===== src/rtl/audio_pkg.sv =====
// Shared constants for the song-player audio output path.
// Sample width, PWM step count, midscale code and the underrun counter ceiling,
// plus the one-step-toward-midscale helper used by the soft-mute path.
package audio_pkg;

    localparam int                  SAMPLE_W     = 4;
    localparam int                  PWM_STEPS    = 16;
    localparam logic [SAMPLE_W-1:0] MIDSCALE     = 4'd8;
    localparam logic [7:0]          UNDERRUN_MAX = 8'd255;

    // Move a duty code one step toward midscale; holds once it is there.
    function automatic logic [SAMPLE_W-1:0] mute_step(input logic [SAMPLE_W-1:0] cur);
        logic [SAMPLE_W-1:0] nxt;
        nxt = cur;
        if (cur < MIDSCALE) begin
            nxt = cur + 4'd1;
        end else if (cur > MIDSCALE) begin
            nxt = cur - 4'd1;
        end
        return nxt;
    endfunction

endpackage


===== src/rtl/audio_pwm_out_if.sv =====
// Sample stream from the song ROM reader into the PWM output stage.
//
// Handshake: a transfer happens on a rising clock edge where sample_valid and
// sample_ready are both high. Once the master raises sample_valid it holds
// sample_valid and sample_data stable until that transfer edge; sample_ready
// may rise or fall in any cycle and never depends on sample_valid.
interface audio_pwm_out_if;
    import audio_pkg::*;

    logic [SAMPLE_W-1:0] sample_data;
    logic                sample_valid;
    logic                sample_ready;

    modport master (
        output sample_data,
        output sample_valid,
        input  sample_ready
    );

    modport slave (
        input  sample_data,
        input  sample_valid,
        output sample_ready
    );

endinterface


===== src/rtl/sample_fifo.sv =====
// Small synchronous FIFO for the audio sample stream.
// Wrap-around pointers carry one extra bit so full and empty are distinguished
// without a separate counter. The flush input empties the FIFO on the next edge.
module sample_fifo #(
    parameter int WIDTH = 4,
    parameter int DEPTH = 4
) (
    input  logic                     clk_s,
    input  logic                     rst_n,
    input  logic                     flush,
    input  logic                     push,
    input  logic [WIDTH-1:0]         din,
    input  logic                     pop,
    output logic [WIDTH-1:0]         dout,
    output logic [$clog2(DEPTH):0]   count,
    output logic                     full,
    output logic                     empty
);

    localparam int AW = $clog2(DEPTH);

    logic [WIDTH-1:0] mem [DEPTH];
    logic [AW:0]      wr_ptr;
    logic [AW:0]      rd_ptr;
    logic             do_push;
    logic             do_pop;

    assign do_push = push && !full;
    assign do_pop  = pop && !empty;

    assign count = wr_ptr - rd_ptr;
    assign empty = (wr_ptr == rd_ptr);
    assign full  = (wr_ptr[AW] != rd_ptr[AW]) && (wr_ptr[AW-1:0] == rd_ptr[AW-1:0]);
    assign dout  = mem[rd_ptr[AW-1:0]];

    // Pointer update: reset and flush both return the FIFO to empty.
    always_ff @(posedge clk_s) begin
        if (!rst_n || flush) begin
            wr_ptr <= '0;
            rd_ptr <= '0;
        end else begin
            if (do_push) begin
                wr_ptr <= wr_ptr + 1'b1;
            end
            if (do_pop) begin
                rd_ptr <= rd_ptr + 1'b1;
            end
        end
    end

    // Storage write; contents need no reset because the pointers gate reads.
    always_ff @(posedge clk_s) begin
        if (do_push) begin
            mem[wr_ptr[AW-1:0]] <= din;
        end
    end

endmodule


===== src/rtl/audio_pwm_out.sv =====
// Single-pin PWM audio output stage for the song player.
// A FIFO absorbs samples; each 16-step PWM frame plays one sample, loaded at the
// frame-end cycle. With play low the output drifts or jumps to midscale.
// Optional feature macro: AUDIO_PWM_SOFT_MUTE_EN (ramp toward midscale one code
// per frame instead of jumping there).
module audio_pwm_out
    import audio_pkg::*;
#(
    parameter int FRAME_DIV  = 12,
    parameter int FIFO_DEPTH = 4
) (
    input  logic                          clk50Mghz,
    input  logic                          reset_n,
    input  logic                          play,
    audio_pwm_out_if.slave                smp,
    output logic                          pwm_out,
    output logic [SAMPLE_W-1:0]           level,
    output logic [$clog2(FIFO_DEPTH):0]   fifo_count,
    output logic [7:0]                    underrun_cnt
);

    localparam int                  DIV_W     = (FRAME_DIV > 1) ? $clog2(FRAME_DIV) : 1;
    localparam logic [DIV_W-1:0]    DIV_LAST  = DIV_W'(FRAME_DIV - 1);
    localparam int                  STEP_W    = $clog2(PWM_STEPS);
    localparam logic [STEP_W-1:0]   STEP_LAST = STEP_W'(PWM_STEPS - 1);

    logic [DIV_W-1:0]    div;
    logic [STEP_W-1:0]   step;
    logic                frame_end;
    logic                push;
    logic                pop;
    logic                flush;
    logic                fifo_full;
    logic                fifo_empty;
    logic [SAMPLE_W-1:0] fifo_head;
    logic [SAMPLE_W-1:0] level_nxt;
    logic [7:0]          ucnt_nxt;

    // Ready is held low during reset so nothing is accepted while registers clear.
    assign smp.sample_ready = reset_n && play && !fifo_full;
    assign push      = smp.sample_valid && smp.sample_ready;
    assign frame_end = (step == STEP_LAST) && (div == DIV_LAST);
    // No bypass: a pop only sees what was already stored before this edge.
    assign pop       = frame_end && play && !fifo_empty;
    assign flush     = !play;

    sample_fifo #(
        .WIDTH (SAMPLE_W),
        .DEPTH (FIFO_DEPTH)
    ) u_fifo (
        .clk_s (clk50Mghz),
        .rst_n (reset_n),
        .flush (flush),
        .push  (push),
        .din   (smp.sample_data),
        .pop   (pop),
        .dout  (fifo_head),
        .count (fifo_count),
        .full  (fifo_full),
        .empty (fifo_empty)
    );

    // Step timing: div runs 0..FRAME_DIV-1, step advances on each div wrap.
    always_ff @(posedge clk50Mghz) begin
        if (!reset_n) begin
            div  <= '0;
            step <= '0;
        end else if (div == DIV_LAST) begin
            div  <= '0;
            step <= step + 1'b1;
        end else begin
            div <= div + 1'b1;
        end
    end

    // Frame-end loader: next duty code and underrun accounting.
    always_comb begin
        level_nxt = level;
        ucnt_nxt  = underrun_cnt;
        if (frame_end) begin
            if (play) begin
                if (!fifo_empty) begin
                    level_nxt = fifo_head;
                end else if (underrun_cnt != UNDERRUN_MAX) begin
                    ucnt_nxt = underrun_cnt + 8'd1;
                end
            end else begin
`ifdef AUDIO_PWM_SOFT_MUTE_EN
                level_nxt = mute_step(level);
`else
                level_nxt = MIDSCALE;
`endif
            end
        end
    end

    // Level, underrun counter and the registered duty compare.
    always_ff @(posedge clk50Mghz) begin
        if (!reset_n) begin
            level        <= MIDSCALE;
            underrun_cnt <= '0;
            pwm_out      <= 1'b0;
        end else begin
            level        <= level_nxt;
            underrun_cnt <= ucnt_nxt;
            pwm_out      <= (step < level);
        end
    end

endmodule


===== src/flat_wrapper.sv =====
// flat-port wrapper written by rule: the top's interface ports become plain ports
module audio_pwm_out_flat import audio_pkg::*;
#(
    parameter int FRAME_DIV  = 12,
    parameter int FIFO_DEPTH = 4
)
  (clk50Mghz, reset_n, play, pwm_out, level, fifo_count, underrun_cnt, smp_sample_data, smp_sample_valid, smp_sample_ready);
  audio_pwm_out_if smp_i ();
  input  logic clk50Mghz;
  input  logic reset_n;
  input  logic play;
  output logic pwm_out;
  output logic [SAMPLE_W-1:0] level;
  output logic [$clog2(FIFO_DEPTH):0] fifo_count;
  output logic [7:0] underrun_cnt;
  input wire logic [$bits(smp_i.sample_data)-1:0] smp_sample_data;
  input wire logic [$bits(smp_i.sample_valid)-1:0] smp_sample_valid;
  output wire logic [$bits(smp_i.sample_ready)-1:0] smp_sample_ready;
  assign smp_i.sample_data = smp_sample_data;
  assign smp_i.sample_valid = smp_sample_valid;
  assign smp_sample_ready = smp_i.sample_ready;
  audio_pwm_out #(.FRAME_DIV(FRAME_DIV), .FIFO_DEPTH(FIFO_DEPTH)) u_core (.clk50Mghz(clk50Mghz), .reset_n(reset_n), .play(play), .smp(smp_i), .pwm_out(pwm_out), .level(level), .fifo_count(fifo_count), .underrun_cnt(underrun_cnt));
endmodule

===== config.mk =====
export PLATFORM = sky130hd
export DESIGN_NAME = audio_pwm_out_flat
export DESIGN_NICKNAME = d
export VERILOG_FILES = /design/src/rtl/audio_pkg.sv /design/src/rtl/audio_pwm_out_if.sv /design/src/rtl/sample_fifo.sv /design/src/rtl/audio_pwm_out.sv /design/src/flat_wrapper.sv
export SDC_FILE = /design/constraint.sdc
export NUM_CORES = 1
export LEC_CHECK = 0
export ABC_AREA = 1
export BUFFER_PORTS_ARGS = -buffer_cell sky130_fd_sc_hd__buf_2
export CAP_MARGIN = 20
export CORE_MARGIN = 2
export CORE_UTILIZATION = 40
export DETAILED_ROUTE_END_ITERATION = 6
export HOLD_SLACK_MARGIN = 0.02
export SLEW_MARGIN = 0
export SYNTH_ARGS = -nofsm -noshare
export SYNTH_HDL_FRONTEND = slang
export SYNTH_SLANG_ARGS = --single-unit

===== constraint.sdc =====
create_clock -name clk50Mghz -period 3.9 [get_ports clk50Mghz]
set_input_delay 0.78 -clock clk50Mghz [delete_from_list [all_inputs] [get_ports clk50Mghz]]
set_output_delay 0.78 -clock clk50Mghz [all_outputs]
set_load 0.005 [all_outputs]

======== Word-level counts from Yosys, hierarchy flattened ========
Memory sizes are Yosys's and may differ from the RTL's. A register that Yosys moved wholly into a read port is not among the register bits.
Index checks and enable logic that the tools add are counted.
operators by class
  reduce and logical (&&, ||, !) cells .... 17
  $add $sub $neg .......................... 6
  multipliers ............................. 0
  div/mod/pow operators ................... 0
  mux-type cells .......................... 6
  magnitude comparators ................... 1
  bitwise logic cells ..................... 1
  eq/ne operators ......................... 7
  shifts and indexed selects .............. 0
operator list
  cell                                                            number
  1-bit logical AND                                               9
  4-bit by 1-bit adder with 4-bit output (second input constant)  2
  8-bit by 1-bit adder with 8-bit output (second input constant)  1
  4-bit == test (second input constant)                           2
  4-bit 2-to-1 mux                                                2
  8-bit != test (second input constant)                           1
  3-bit by 1-bit adder with 3-bit output (second input constant)  2
  1-bit logical NOT                                               4
  4-bit < comparator                                              1
  2-bit 2-to-1 mux                                                2
  4-bit AND reduction                                             1
  3-bit == test                                                   1
  3-bit subtractor                                                1
  2-bit == test                                                   1
  1-bit 2-to-1 mux                                                2
  2-bit != test (second input constant)                           1
  2-bit AND reduction                                             1
  2-bit OR reduction                                              1
  1-bit logical OR                                                1
  1-bit != test                                                   1
  1-bit NOT                                                       1
word-level totals
  memories kept ........................... 1
  latch bits .............................. 0
  output and inout bits ................... 17
  memory bits (read-only) ................. 0
  RAM bits ................................ 16
  input bits .............................. 8
  bits in registers ....................... 27
  word-level logic and storage cells ...... 46
memories
  name               words  width  read ports  clocked after Yosys merged registers in  write ports  line               RTL
  u_core.u_fifo.mem  4      4      1           1                                        1            sample_fifo.sv:22  logic [WIDTH-1:0] mem [DEPTH];

======== Logic depth before layout (Yosys ltp) ========
  depth in word-level cells ............... 8
  gate-level depth with buffers ........... 10
  depth with buffers taken out ............ 9

======== Modules after synthesis ========
From an unflattened synthesis, not the netlist that was laid out.
unflattened totals
  cells, all modules ...................... 268
  area total of the unflattened synthesis .. 2,242.2 µm²
by module, submodules not included
  module         seq. area each (µm²)  cells an instance  area each (µm²)  instances
  audio_pwm_out  420.4                 154                1,124.8          1
  sample_fifo    640.6                 114                1,117.3          1

======== Worst setup path after synthesis ========
OpenSTA, ideal clock, no wires.
  path kind ............................... in2out
  start point ............................. input port play
  end point ............................... output port smp_sample_ready
  data arrival time ....................... 1.288 ns
  buffers on the path ..................... 1
  data required time ...................... 3.120 ns
  path slack .............................. 1.832 ns
  cell stages on the path ................. 3
  path through ............................ buf_2 nand2_1 a21oi_2
between the ends
  longest elaborated chain between the ends .. 2
ends and longest elaborated chain
  element                          line                 RTL
  start: declaration               flat_wrapper.sv:11   input logic play;
  1-bit logical AND (2 in series)  audio_pwm_out.sv:40  assign smp.sample_ready = reset_n && play && !fifo_full;
  end: declaration                 flat_wrapper.sv:18   output wire logic [$bits(smp_i.sample_ready)-1:0] smp_sample_ready;
Every way passes these cells.

======== Worst setup path in the final report ========
  start point ............................. register u_core.u_fifo.wr_ptr[0]
  end point ............................... output port fifo_count[2]
between the ends
  longest elaborated chain between the ends .. 1
ends and longest elaborated chain
  element                   line                RTL
  start: declaration        sample_fifo.sv:23   logic [AW:0] wr_ptr;
  start signal: assignment  sample_fifo.sv:43   wr_ptr <= wr_ptr + 1'b1;
  3-bit subtractor          sample_fifo.sv:31   assign count = wr_ptr - rd_ptr;
  end: declaration          flat_wrapper.sv:14  output logic [$clog2(FIFO_DEPTH):0] fifo_count;
Every way passes these cells.

==> results_dict.tcl <==
set metrics [dict create \
    arrival_ns 1.70 \
    via_count 1741 \
    ant_nets 0 \
    p_leak_nw 1.13 \
    initial_core_util_pct 42.3 \
    max_slew_margin_pct 74.2 \
    end_kind "output pin" \
    cts_htree_levels 2 \
    clock_latency_ns 0.30 \
    hp-class "reg -> reg" \
    ff_latch_area_um2 1060 \
    timing.fmax_mhz 403 \
    die_y_um 78.2 \
    required_ns 3.12 \
    cp_num_buf_inv 2 \
    grtUsageTotal_pct 14.7 \
    crit_chain "inv_1 -> ha_1 -> fa_1 -> xor2_1 -> buf_2" \
    gp_congestion 0.782 \
    netlist_instances 272 \
    multi_input_area_um2 945 \
    post-route-util_pct 47.7 \
    post-dp-hpwl_um 3080 \
    wirelength_um 4090 \
    drc 0 \
    rsz0062_at_grt "false" \
    postCtsHoldBufs 0 \
    grt_pass1_wl_um 7090 \
    syn2layout_area_growth_pct 13.0 \
    firstDrtPassIters 4 \
    finClkSkew_ns 0.00742 \
    postCtsSetupBuffers 0 \
    antenna_cells 0 \
    cts.clk_slew.worst_paths_ns 0.08 \
    period_share_pct 63.5 \
    core_um2 5200 \
    crit_slowest_cell "fa_1" \
    grt_max_degree 17 \
    first_global_vias 1570 \
    min_period_ns 2.48 \
    tightest_slew_ns 0.385 \
    postSynthAreaPerCell_um2 8.09 \
    peakVddDrop_uv 161 \
    drv_cap 0 \
    clockBufferDepth 2 \
    max_stage_delay_ns 0.39 \
    final_cell_mix "nand2_1, inv_1, nor2_1, dfxtp_1, buf_2" \
    synth_edf_count 16 \
    timing.setup.critical_path_class "reg -> out" \
    via_per_inst 4.71 \
    finalPower_mw 0.844 \
    async_reset_ff_share_pct 0 \
    synth-seq-area-share_pct 48.2 \
    nNetsFinal 321 \
    hold_viol 0 \
    synth_warnings 0 \
    p_per_area_nw_per_um2 340 \
    fin_setup_tns_ns 0 \
    critPathLaunchType "flop" \
    critical-path-top-delay-family "adder cells" \
    synth_nets 294 \
    worst-path-max-fanout 4 \
    grt-ovfl-total 0 \
    cts_tree "built" \
    cts_resized 0 \
    finalSetupViolCount 0 \
    layout_commonest_cell "nand2_1" \
    synth_area_um2 2200 \
    ys_ff_latch 45 \
    port-buffer-count 24 \
    cts_buffers 5 \
    drt_iter0_markers 44 \
    ios 25 \
    cts_sinks 45 \
    drive_gt1_share_pct 13.0 \
    antenna_found_initial 0 \
    cts-root-buf "clkbuf_8" \
    synth_flop_cell "dfxtp_1" \
    status "finished clean" \
    slew_viol_final 0 \
    synth_cell_types 26 \
    die_w_um 78.2 \
    num_rows 26 \
    filler_cell_count 521 \
    die_area_um2 6110 \
    wl_per_cell_um 11.1 \
]
[cells by family (layout without fill, tap and decap cells)]
| kind of cell | count (synthesis) | after routing | share of synthesized area (%) |
|---|---|---|---|
| adder cells (fa/ha/maj) | 14 | 14 | 8.31 |
| AO/OA/AOI/OAI | 30 | 30 | 7.39 |
| AND/OR/NAND/NOR | 131 | 131 | 26.1 |
| buffers and inverters | 49 | 77 | 8.82 |
| XOR/XNOR | 3 | 3 | 1.19 |
| flip-flops | 45 | 45 | 48.2 |
[synthesized netlist by cell type (2+ instances only)]
master / instances / area (µm²)
a21oi_1: 20 / 100
buf_2: 2 / 10.0
dfxtp_1: 29 / 581
edfxtp_1: 16 / 480
ha_1: 13 / 163
inv_1: 44 / 165
nand2_1: 61 / 229
nand3_1: 22 / 110
nand4_1: 7 / 43.8
nor2_1: 34 / 128
o211ai_1: 2 / 15.0
o21ai_0: 5 / 25.0
or2_2: 2 / 12.5
xor2_1: 3 / 26.3
[registers in the layout, summed over array words and instances (netlist names), named ones only]
name	count
u_core.underrun_cnt	8
u_core.pwm_out	1
u_core.step	4
u_core.div	4
u_core.u_fifo.mem	16
u_core.u_fifo.wr_ptr	3
u_core.u_fifo.rd_ptr	3
u_core.level	4
[through the flow]
step | hold WS, ns | area [µm²] | setup WS (ns) | instances
6_report | 0.454 | 2480 | 1.42 | 370
4_1_cts | 0.457 | 2480 | 1.39 | 370
2_1_floorplan | 0.418 | 2200 | 1.83 | 272
3_3_place_gp | 0.436 | 2380 | 1.46 | 362
3_5_place_dp | 0.444 | 2380 | 1.44 | 362
5_1_grt | 0.493 | 2480 | 1.29 | 370
[area by class of cell]
type,count,area share [%]
flip-flops and latches,45,42.7
multi-input cells,178,38.0
inverters,45,6.80
repair buffers,24,4.83
clock buffers,7,3.93
well taps,70,3.52
clock inverters,1,0.201
[metal layers]
layer	share of wire, %	global-route usage (%)	wire [µm]	vias to the layer above
met5	0	0	0	-
met4	1.7	5.79	70	0
met3	4.4	3.22	181	7
met2	45	24.2	1830	31
met1	49	19.0	2010	775
li1	-	-	-	928
[power by group]
| group | leakage (nW) | total (mW) | internal (mW) | switching, mW |
|---|---|---|---|---|
| Sequential | 0.379 | 0.492 | 0.490 | 0.00207 |
| Clock | 0.0534 | 0.321 | 0.164 | 0.156 |
| Combinational | 0.701 | 0.0323 | 0.0103 | 0.0220 |
| Total | 1.13 | 0.844 | 0.664 | 0.180 |
[path summary, 6_finish.rpt]
| kind | to | cells past startpoint | start | slack, ns |
|---|---|---|---|---|
| max | fifo_count[2] | 5 | u_core.u_fifo.wr_ptr[0]$_SDFFE_PP0P_ | 1.42 |
| min | u_core.div[0]$_SDFF_PP0_ | 1 | u_core.div[0]$_SDFF_PP0_ | 0.45 |
| max reg2reg | u_core.u_fifo.mem[0][0]$_DFFE_PP_ | 7 | u_core.u_fifo.wr_ptr[0]$_SDFFE_PP0P_ | 1.90 |
| min reg2reg | u_core.div[0]$_SDFF_PP0_ | 1 | u_core.div[0]$_SDFF_PP0_ | 0.45 |
Power figures use the tool's default switching activity.
